`src/rtl/io_port_unit.sv`:
```
// io_port_unit -- stack-machine I/O port.
//   Output side: DEPTH-entry circular FIFO draining to an external device
//   through a valid/ready handshake. Writes into a full FIFO are dropped.
//   Input side: three-state capture FSM (IN_IDLE/IN_EMPTY/IN_FULL) holding
//   one device word until the control unit consumes it.
// Optional feature: define IO_PORT_OVF_COUNT_EN to add the ovf_count port,
//   a saturating 8-bit count of dropped output writes.
module io_port_unit #(
   parameter int DATA_W = 16,
   parameter int DEPTH  = 4
) (
   input  logic              CLK,
   input  logic              reset_n,
   // control-unit side, output path
   input  logic              out_write,
   input  logic [DATA_W-1:0] out_data,
   output logic              out_full,
   // device side, output path
   output logic [DATA_W-1:0] dev_out_data,
   output logic              dev_out_valid,
   input  logic              dev_out_ready,
   // control-unit side, input path
   input  logic              in_read,
   output logic [DATA_W-1:0] in_data,
   output logic              in_valid,
   // device side, input path
   input  logic [DATA_W-1:0] dev_in_data,
   input  logic              dev_in_valid,
   output logic              dev_in_ready
`ifdef IO_PORT_OVF_COUNT_EN
   ,
   output logic [7:0]        ovf_count
`endif
);

   // ------------------------------------------------------------------
   // Output FIFO
   // ------------------------------------------------------------------
   localparam int AW = (DEPTH > 1) ? $clog2(DEPTH) : 1;
   localparam int PW = AW + 1;

   localparam logic [PW-1:0] PTR_ONE   = {{AW{1'b0}}, 1'b1};
   localparam logic [PW-1:0] PTR_ZERO  = {PW{1'b0}};
   localparam logic [PW-1:0] DEPTH_OCC = PW'(DEPTH);

   // Storage is deliberately left unreset: the head word is masked by the
   // valid flag, so stale contents never reach the device.
   logic [DATA_W-1:0] mem_r [DEPTH];

   logic [PW-1:0] wptr_r;
   logic [PW-1:0] rptr_r;
   logic          valid_r;
   logic          full_r;

   logic [PW-1:0] wptr_nxt_s;
   logic [PW-1:0] rptr_nxt_s;
   logic [PW-1:0] occ_nxt_s;
   logic          wr_en_s;
   logic          rd_en_s;
   logic          drop_s;

   // Decode this cycle's accepted write, device pop and dropped write.
   always_comb begin
      wr_en_s = 1'b0;
      rd_en_s = 1'b0;
      drop_s  = 1'b0;
      if (out_write && !full_r) begin
         wr_en_s = 1'b1;
      end else begin
         wr_en_s = 1'b0;
      end
      if (valid_r && dev_out_ready) begin
         rd_en_s = 1'b1;
      end else begin
         rd_en_s = 1'b0;
      end
      if (out_write && full_r) begin
         drop_s = 1'b1;
      end else begin
         drop_s = 1'b0;
      end
   end

   // Next pointer values and the resulting occupancy (modulo 2^PW).
   always_comb begin
      wptr_nxt_s = wptr_r;
      rptr_nxt_s = rptr_r;
      if (wr_en_s) begin
         wptr_nxt_s = wptr_r + PTR_ONE;
      end else begin
         wptr_nxt_s = wptr_r;
      end
      if (rd_en_s) begin
         rptr_nxt_s = rptr_r + PTR_ONE;
      end else begin
         rptr_nxt_s = rptr_r;
      end
      occ_nxt_s = wptr_nxt_s - rptr_nxt_s;
   end

   // Pointer registers plus registered empty/full flags derived from the
   // next-state occupancy, so flags change on the same edge as pointers.
   always_ff @(posedge CLK or negedge reset_n) begin
      if (!reset_n) begin
         wptr_r  <= PTR_ZERO;
         rptr_r  <= PTR_ZERO;
         valid_r <= 1'b0;
         full_r  <= 1'b0;
      end else begin
         wptr_r  <= wptr_nxt_s;
         rptr_r  <= rptr_nxt_s;
         valid_r <= (occ_nxt_s != PTR_ZERO);
         full_r  <= (occ_nxt_s == DEPTH_OCC);
      end
   end

   // Storage write for accepted output words.
   always_ff @(posedge CLK) begin
      if (wr_en_s) begin
         mem_r[wptr_r[AW-1:0]] <= out_data;
      end
   end

   // Head word is driven only from registers and is forced to zero while
   // the FIFO is empty (including throughout reset).
   always_comb begin
      dev_out_data = {DATA_W{1'b0}};
      if (valid_r) begin
         dev_out_data = mem_r[rptr_r[AW-1:0]];
      end else begin
         dev_out_data = {DATA_W{1'b0}};
      end
   end

   assign dev_out_valid = valid_r;
   assign out_full      = full_r;

`ifdef IO_PORT_OVF_COUNT_EN
   logic [7:0] ovf_cnt_r;

   // Saturating count of writes dropped because the FIFO was full.
   always_ff @(posedge CLK or negedge reset_n) begin
      if (!reset_n) begin
         ovf_cnt_r <= 8'd0;
      end else if (drop_s && (ovf_cnt_r != 8'hFF)) begin
         ovf_cnt_r <= ovf_cnt_r + 8'd1;
      end else begin
         ovf_cnt_r <= ovf_cnt_r;
      end
   end

   assign ovf_count = ovf_cnt_r;
`else
   logic unused_drop_s;
   assign unused_drop_s = drop_s;
`endif

   // ------------------------------------------------------------------
   // Input capture FSM
   // ------------------------------------------------------------------
   localparam logic [1:0] IN_IDLE  = 2'd0;
   localparam logic [1:0] IN_EMPTY = 2'd1;
   localparam logic [1:0] IN_FULL  = 2'd2;

   logic [1:0]        in_state_r;
   logic [1:0]        in_state_nxt_s;
   logic [DATA_W-1:0] in_reg_r;
   logic              capture_s;

   // Next-state logic. A consume in IN_FULL always wins over a concurrent
   // device offer; that offer is taken at the following edge at the earliest.
   always_comb begin
      in_state_nxt_s = in_state_r;
      capture_s      = 1'b0;
      case (in_state_r)
         IN_IDLE: begin
            in_state_nxt_s = IN_EMPTY;
         end
         IN_EMPTY: begin
            if (dev_in_valid) begin
               in_state_nxt_s = IN_FULL;
               capture_s      = 1'b1;
            end else begin
               in_state_nxt_s = IN_EMPTY;
            end
         end
         IN_FULL: begin
            if (in_read) begin
               in_state_nxt_s = IN_EMPTY;
            end else begin
               in_state_nxt_s = IN_FULL;
            end
         end
         default: begin
            in_state_nxt_s = IN_IDLE;
         end
      endcase
   end

   // State register and captured input word.
   always_ff @(posedge CLK or negedge reset_n) begin
      if (!reset_n) begin
         in_state_r <= IN_IDLE;
         in_reg_r   <= {DATA_W{1'b0}};
      end else begin
         in_state_r <= in_state_nxt_s;
         if (capture_s) begin
            in_reg_r <= dev_in_data;
         end else begin
            in_reg_r <= in_reg_r;
         end
      end
   end

   // Handshake outputs are pure decodes of the state register.
   always_comb begin
      dev_in_ready = 1'b0;
      in_valid     = 1'b0;
      in_data      = {DATA_W{1'b0}};
      if (in_state_r == IN_FULL) begin
         in_valid = 1'b1;
         in_data  = in_reg_r;
      end else begin
         in_valid = 1'b0;
         in_data  = {DATA_W{1'b0}};
      end
      if (in_state_r == IN_EMPTY) begin
         dev_in_ready = 1'b1;
      end else begin
         dev_in_ready = 1'b0;
      end
   end

endmodule

```
`config.mk`:
```
export PLATFORM = sky130hd
export DESIGN_NAME = io_port_unit
export DESIGN_NICKNAME = d
export VERILOG_FILES = /design/src/rtl/io_port_unit.sv
export SDC_FILE = /design/constraint.sdc
export NUM_CORES = 1
export LEC_CHECK = 0
export ABC_AREA = 1
export BUFFER_PORTS_ARGS = -buffer_cell sky130_fd_sc_hd__buf_2
export CAP_MARGIN = 20
export CORE_UTILIZATION = 30
export CTS_CLUSTER_SIZE = 8
export DETAILED_ROUTE_END_ITERATION = 8
export SYNTH_ARGS = -nofsm -noshare
export SYNTH_HDL_FRONTEND = slang
export SYNTH_SLANG_ARGS = --single-unit
```
`constraint.sdc`:
```
create_clock -name CLK -period 2 [get_ports CLK]
set_input_delay 0.4 -clock CLK [delete_from_list [all_inputs] [get_ports CLK]]
set_output_delay 0.4 -clock CLK [all_outputs]
set_load 0.1 [all_outputs]
```
## After elaboration in Yosys (flattened, before gate mapping)

Memory sizes are Yosys's and may differ from the RTL's.
Index checks and enable logic that the tools add are counted.

- Add/subtract/negate cells: 3
- Equal/unequal tests: 3
- Multiplexer cells: 15
- Reduce and logical (&&, ||, !) cells: 5

Operators with widths:

| operator | count |
|---|---|
| $mux W16 | 2 |
| $mux W1 | 8 |
| $add A3 B1 Y3 const B | 2 |
| $mux W3 | 2 |
| $pmux W2 S3 | 1 |
| $mux W2 | 2 |
| $eq A3 B3 Y1 const B | 1 |
| $reduce_bool A3 Y1 | 1 |
| $sub A3 B3 Y3 | 1 |
| $eq A2 B1 Y1 const B | 1 |
| $eq A2 B2 Y1 const B | 1 |
| $logic_and A1 B1 Y1 | 2 |
| $logic_not A2 Y1 | 1 |
| $logic_not A1 Y1 | 1 |

- Bits in registers: 26
- RAM bits: 64
- Logic and storage cells: 33
- Memories kept: 1

Memory list:

| name | words | bits a word | read ports | clocked after memory_dff | wr ports | RTL line | RTL |
|---|---|---|---|---|---|---|---|
| mem_r | 4 | 16 | 1 | 0 | 1 | 48 | `logic [DATA_W-1:0] mem_r [DEPTH];` |

## Longest topological paths before layout

Gate-level depths: netlist of the first run.

- Depth in word-level cells: 6
- Depth in mapped cells: 11
- Depth with buffers taken out: 11

## Worst setup path before layout of the first run

OpenSTA, ideal clock, no wires.

- Path kind: register to output
- Start: reg in_state_r[1]
- End: out in_data[10]
- Arrival: 3.402 ns
- Required time: 1.600 ns
- Slack: -1.802 ns
- Stages on the path, launching flop included: 6
- Buffers on the path: 1
- Cells stage by stage: dfrtp_1 -> inv_1 -> nor2_1 -> inv_2 -> buf_2 -> nor2_1

- Word-level cells in the longest chain between the ends: 2

RTL lines:

| what | RTL line | RTL |
|---|---|---|
| from (decl) | 165 | `logic [1:0] in_state_r;` |
| from (signal assigned) | 206 | `in_state_r <= in_state_nxt_s;` |
| $eq A2 B2 Y1 | 220 | `if (in_state_r == IN_FULL) begin` |
| $mux W16 | 220 |  |
| to (decl) | 24 | `output logic [DATA_W-1:0] in_data,` |

No other way between the ends.

## Final worst setup path of the first run

- Start: reg rptr_r[0]
- End: out dev_out_data[11]

- Word-level cells in the longest chain between the ends: 2

RTL lines:

| what | RTL line | RTL |
|---|---|---|
| from (decl) | 51 | `logic [PW-1:0] rptr_r;` |
| from (signal assigned) | 111 | `rptr_r <= rptr_nxt_s;` |
| $mem_v2 Z4 W16 | n/a |  |
| $mux W16 | 128 | `if (valid_r) begin` |
| to (decl) | 19 | `output logic [DATA_W-1:0] dev_out_data,` |

No other way between the ends.

==> metrics.md, run 1 <==
| Metric | Value |
|---|---|
| Outcome | `complete, but fails checks` |
| Failing checks | `negative setup slack` |
| Post-layout util | `0.466` |
| Vias in the first global route | `2858` |
| Net Count, Synth | `397` |
| Area Growth Syn to Fin | `49.6%` |
| Port Buf Inserts | `73` |
| Cells after Synth | `352` |
| Antenna violations before repair | `0` |
| CTS root buf | `clkbuf_16` |
| Final setup viols | `15` |
| #FFs+latches synth | `90` |
| Via count | `2784` |
| Diodes inserted | `0` |
| Total die area | `13100 um^2` |
| Fin crit period | `2.09 ns` |
| # IOs | `74` |
| First-pass GRT wire length | `14000 um` |
| Cts hold-fix bufs | `0` |
| Startpoint Class | `register` |
| Yosys cell types | `22` |
| CTS clk-pin slew, worst paths | `0.06 ns` |
| Row Count | `40` |
| RSZ-0062 raised after global routing | `true` |
| Worst-margin pin slew | `0.577 ns` |
| Largest net degree at the start of global routing | `34` |
| Initial Utilization | `0.312` |
| CP peak stage delay | `0.41 ns` |
| Post-Syn Area | `3790 um^2` |
| FMAX | `0.478 GHz` |
| Final Skew | `0.0109 ns` |
| Max-slew violation count | `0` |
| Setup WS pre-CTS | `0.0769 ns` |
| Iter 0 DRT Violations | `100` |
| Final Cycle Share | `1.05` |
| Sum Neg Setup Slack | `-0.704 ns` |
| Normalized max-slew margin | `0.615` |
| CTS Buffer Depth | `2` |
| Final Hold Vio Count | `0` |
| CP max FO | `8` |
| H-tree Lvls | `3` |
| Final #Nets | `492` |
| Dominant synthesized flop cell | `edfxtp_1` |
| Cell taking the most area after synthesis | `edfxtp_1` |
| WL per Instance | `13.6 um` |
| Skew-Pair Late Insertion Delay | `0.33 ns` |
| Worst path cell trace | `buf_6 > buf_16 > nor2_2 > nor2_1 > o21ai_1 > a21oi_2 > buf_12` |
| DR vias/cell | `4.49` |
| Drt pass-1 iters | `4` |
| CTS Sinks | `90` |
| Hold WS | `0.0621 ns` |
| Post-Syn Area per Cell | `10.8 um^2` |
| Top cells by area, synth | `edfxtp_1 51%, dfrtp_1 17%, nor2_1 10%` |
| HPWL after detailed placement | `5410 um` |
| Die height | `114 um` |
| Share of cells above drive strength 1 | `0.462` |
| Crit path capture type | `primary output` |
| Synth Warn # | `0` |
| Final ANT Viol Nets | `0` |
| Drt total wl | `8460 um` |
| Crit path arrival time | `1.69 ns` |
| Placer Congestion | `0.736` |
| TritonCTS Buffers | `9` |
| Ys async rst share | `0.289` |
| Sequential-to-total area share from yosys stat | `0.679` |
| Drt drc | `0` |
| Area of the core | `12200 um^2` |
| Top cell type's share of synthesized area | `0.507` |
| Max Cap Viol | `0` |
| Synth top cells by count | `101 x nor2_1, 64 x edfxtp_1, 36 x inv_1, 33 x a21oi_1, 33 x o21ai_0` |
| Slowest CP cell | `dfrtp_2` |
| PnR worst setup slack | `-0.0935 ns` |
| Gr ovfl total | `0` |
| Fillcell total | `1093` |
| Count leader, synth | `nor2_1` |
| Worst Path Required | `1.60 ns` |
| Critical path class | `register to primary output` |
| CTS tree | `built` |
| Total GRT Usage | `0.141` |
| EDFF count, synth | `64` |
| Worst Hold Class | `primary input to asynchronous set/reset pin` |
| DIE WIDTH | `114 um` |
==> logic make-up (layout without fill, tap and decap cells) <==
family,after synthesis,in the layout,share of synthesized area
simple gates,129,129,0.139
xor+xnor,2,2,0.00462
buf+inv,55,155,0.0640
flops,90,90,0.679
compound gates,69,69,0.0911
fa+ha+maj,7,7,0.0231
==> worst max-delay path: cells and delay by family, from the launching register on <==
kind / cells / cell delay [ns]
buffers and inverters: 3 / 0.51
flip-flops: 1 / 0.41
AO/OA/AOI/OAI: 2 / 0.33
AND/OR/NAND/NOR: 2 / 0.11
==> layout make-up <==
type / instances / area [um^2] / share of cell area
Clock buffer: 10 / 229 / 0.0404
Clock inverter: 6 / 72.6 / 0.0128
Inverter: 40 / 171 / 0.0302
Multi-Input combinational cell: 207 / 1430 / 0.252
Sequential cell: 90 / 2580 / 0.455
Tap cell: 168 / 210 / 0.0371
Timing Repair Buffer: 99 / 978 / 0.173
==> per-layer routing <==
layer / up-vias / track usage / part of all wire
li1: 1358 / - / -
met1: 1341 / 0.171 / 0.44
met4: 0 / 0.0381 / 0.0080
met2: 77 / 0.246 / 0.51
met3: 8 / 0.0371 / 0.050
met5: - / 0 / 0
==> path summary, 6_finish.rpt <==
| path | slack (ns) | from | cells after the start | endpoint |
|---|---|---|---|---|
| max in group asynchronous | 1.50 | reset_n | 1 | dev_out_valid$_DFF_PN0_ |
| worst min register to register | 0.52 | in_state_r[1]$_DFF_PN0_ | 1 | in_state_r[0]$_DFF_PN0_ |
| worst max-delay path | -0.09 | rptr_r[0]$_DFF_PN0_ | 7 | dev_out_data[11] |
| worst max register to register | 0.08 | rptr_r[0]$_DFF_PN0_ | 10 | out_full$_DFF_PN0_ |
| min in group CLK | 0.28 | in_read | 2 | in_state_r[1]$_DFF_PN0_ |
| worst min-delay path | 0.06 | reset_n | 1 | in_state_r[1]$_DFF_PN0_ |
==> cell usage in the layout (no fill, tap or decap), drive strengths merged <==
cell type and n:
buf 93, nand3 5, clkinv 3, clkinvlp 2, edfxtp 64, o21ai 36
inv 40, nand2 19, dfrtp 26, nor2 103, bufinv 1, clkbuf 16
a21oi 33, ha 7, xor2 2, nand4 2
==> sequential cells by signal (all words and copies together) (netlist names) <==
name and cells:
dev_out_valid 1, in_reg_r 16, in_state_r 2, mem_r 64, out_full 1, rptr_r 3, wptr_r 3
==> per-stage QoR <==
stage | instance area [um^2] | std cells
final | 5670 | 620
after global routing | 5670 | 620
after CTS | 5570 | 619
after detailed placement | 4920 | 592
after global placement | 4920 | 592
after floorplan | 4110 | 352
==> timing repair <==
action | 4_1_cts | 5_1_grt
resized for setup | 89 | 31
cloned | 3 | 0
setup endpoints to repair | 26 | 24
pin swaps | 19 | 21
setup buffers | 9 | 2
Power of run 1 is not shown: default switching activity piles up to over one toggle a cycle in this logic, so the estimate is an artifact.
==> inputs of run 2 (changes only) <==
- GPL_TIMING_DRIVEN: not set -> 0
- HOLD_SLACK_MARGIN: not set -> 0.08
==> metrics.md, run 2 (same netlist as run 1, synthesis figures left out) <==
| Metric | Value |
|---|---|
| Outcome | `complete, but fails checks` |
| Failing checks | `negative setup slack` |
| Drt total wl | `9210 um (+8.9%)` |
| Cell Count, Final, Fillers Out | `621 (+0.16%)` |
| Crit path arrival time | `1.71 ns (+0.02 ns)` |
| # IOs | `74 (unchanged)` |
| Drt pass-1 iters | `4 (unchanged)` |
| Area of the core | `12200 um^2 (unchanged)` |
| Final ANT Viol Nets | `0 (unchanged)` |
| Drt drc | `0 (unchanged)` |
| Die height | `114 um (unchanged)` |
| Worst Hold Class | `primary input to register` |
| DR vias/cell | `4.51 (+0.48%)` |
| WL met3 | `466 um (+11%)` |
| CTS Sinks | `90 (unchanged)` |
| Cells after DPL | `594 (+0.34%)` |
| Commonest non-fill, non-tap cell in the layout | `edfxtp_1` |
| First-pass GRT wire length | `14300 um (+2.0%)` |
| Share of cells above drive strength 1 | `0.457 (-0.00544)` |
| Via count | `2802 (+0.65%)` |
| Slowest CP cell | `dfrtp_1` |
| HPWL after detailed placement | `5670 um (+4.8%)` |
| CTS root buf | `clkbuf_16` |
| Placer Congestion | `0.728 (-1.1%)` |
| TritonCTS Buffers | `9 (unchanged)` |
| DIE WIDTH | `114 um (unchanged)` |
| Top layer in use | `met5` |
| Worst Path Buf+Inv | `3 (unchanged)` |
| Worst Path Required | `1.60 ns (about the same)` |
| Final Hold Vio Count | `0 (unchanged)` |
| Commonest non-fill, non-tap cells in the layout | `64 x edfxtp_1, 57 x nor2_1, 46 x buf_2` |
| Total die area | `13100 um^2 (unchanged)` |
| Critical path class | `register to primary output` |
| Met2 wire length | `4690 um (+9.6%)` |
| CTS tree | `built` |
| Initial Utilization | `0.312 (unchanged)` |
| WL per Instance | `14.8 um (+8.8%)` |
| Startpoint Class | `register` |
| CTS clk-pin slew, worst paths | `0.07 ns (about the same)` |
| Worst-margin pin slew | `0.923 ns (+0.346 ns)` |
| Gr ovfl total | `0 (unchanged)` |
| Crit path capture type | `primary output` |
| CP max FO | `8 (unchanged)` |
| CP peak stage delay | `0.40 ns (about the same)` |
| Max Cap Viol | `0 (unchanged)` |
| Largest net degree at the start of global routing | `27 (-21%)` |
| Skew-Pair Late Insertion Delay | `0.34 ns (about the same)` |
| Antenna violations before repair | `1 (+1)` |
| Vias in the first global route | `2766 (-3.2%)` |
| Final Cycle Share | `1.06 (+0.00901)` |
| Iter 0 DRT Violations | `129 (+29%)` |
| Total GRT Usage | `0.147 (+0.00646)` |
| M1 wire length | `3840 um (+4.1%)` |
| Diodes inserted | `0 (unchanged)` |
| Row Count | `40 (unchanged)` |
| Worst path cell trace | `buf_12 > buf_8 > nor2_1 > nor2_1 > o21ai_1 > a21oi_2 > buf_8` |
| FMAX | `0.474 GHz (-0.85%)` |
| Max FFs per register | `64 (unchanged)` |
| Port Buf Inserts | `73 (unchanged)` |
| CTS Buffer Depth | `2 (unchanged)` |
| Fin crit period | `2.11 ns (+0.0180 ns)` |
| Normalized max-slew margin | `0.384 (-0.232)` |
| Final setup viols | `16 (+1)` |
| Area Growth Syn to Fin | `51.3%` |
| Final Skew | `0.00560 ns (-0.00535 ns)` |
| Max-slew violation count | `0 (unchanged)` |
| Critical path's top delay family | `buffers and inverters` |
| H-tree Lvls | `3 (unchanged)` |
| Final #Nets | `493 (+0.20%)` |
| PnR worst setup slack | `-0.112 ns (-0.0180 ns)` |
| RSZ-0062 raised after global routing | `true` |
==> run 2: final cells by class <==
cell class                 count  area, um^2
buffer                        15         221
clock buffer                   9         225
clock inverter                 7        83.8
fill                        1078        6430
inverter                      40         171
multi-input combinational    207        1400
sequential                    90        2580
tap                          168         210
timing repair buffer          85         847
==> run 2: worst paths after layout <==
check / from / end / slack (ns) / cells past startpoint
hold reg to reg: in_state_r[1]$_DFF_PN0_ / in_state_r[0]$_DFF_PN0_ / 0.52 / 1
setup / recovery: rptr_r[0]$_DFF_PN0_ / dev_out_data[13] / -0.11 / 7
max in group asynchronous: reset_n / dev_out_valid$_DFF_PN0_ / 0.98 / 2
hold / removal: out_data[2] / mem_r[1][2]$_DFFE_PP_ / 0.28 / 1
min in group asynchronous: reset_n / in_reg_r[2]$_DFFE_PN0P_ / 0.59 / 2
setup reg to reg: rptr_r[1]$_DFF_PN0_ / out_full$_DFF_PN0_ / 0.15 / 12
==> run 2: timing repair <==
action	4_1_cts	5_1_grt
buffers inserted	5	0
setup endpoints to repair	26	32
pin swaps	6	23
resized for setup	130	59
hold buffers	1	0
hold endpoints to repair	21	0
cloned	1	4
==> run 2: worst register-to-register path: stages (launching register included) <==
cell     delay (ns)
dfrtp_1        0.40
buf_6          0.14
inv_6          0.10
buf_12         0.15
buf_4          0.12
nand2_1        0.04
o21ai_1        0.10
ha_1           0.28
a21oi_2        0.17
inv_1          0.07
nand3_2        0.07
nand2_2        0.06
nor2_2         0.09
==> run 2: per-layer routing <==
layer,vias to the layer above,GRT usage
met5,-,0
met3,22,0.0397
li1,1358,-
met4,2,0.0468
met2,92,0.263
met1,1328,0.171
==> run 2: per-stage QoR <==
stage / setup slack (ns) / TNS, ns / hold slack, ns / util / instance area [um^2]
6_report: -0.112 / -0.974 / 0.281 / 0.472 / 5730
5_1_grt: -0.174 / -2.11 / 0.267 / 0.472 / 5730
4_1_cts: -0.0815 / -0.674 / 0.266 / 0.448 / 5450
3_5_place_dp: -0.132 / -1.12 / 0.444 / 0.387 / 4710
3_3_place_gp: -0.442 / -18.55 / 0.432 / 0.385 / 4690
2_1_floorplan: -0.209 / -4.24 / 0.104 / - / 4110
Power of run 2 is left out for the same reason.
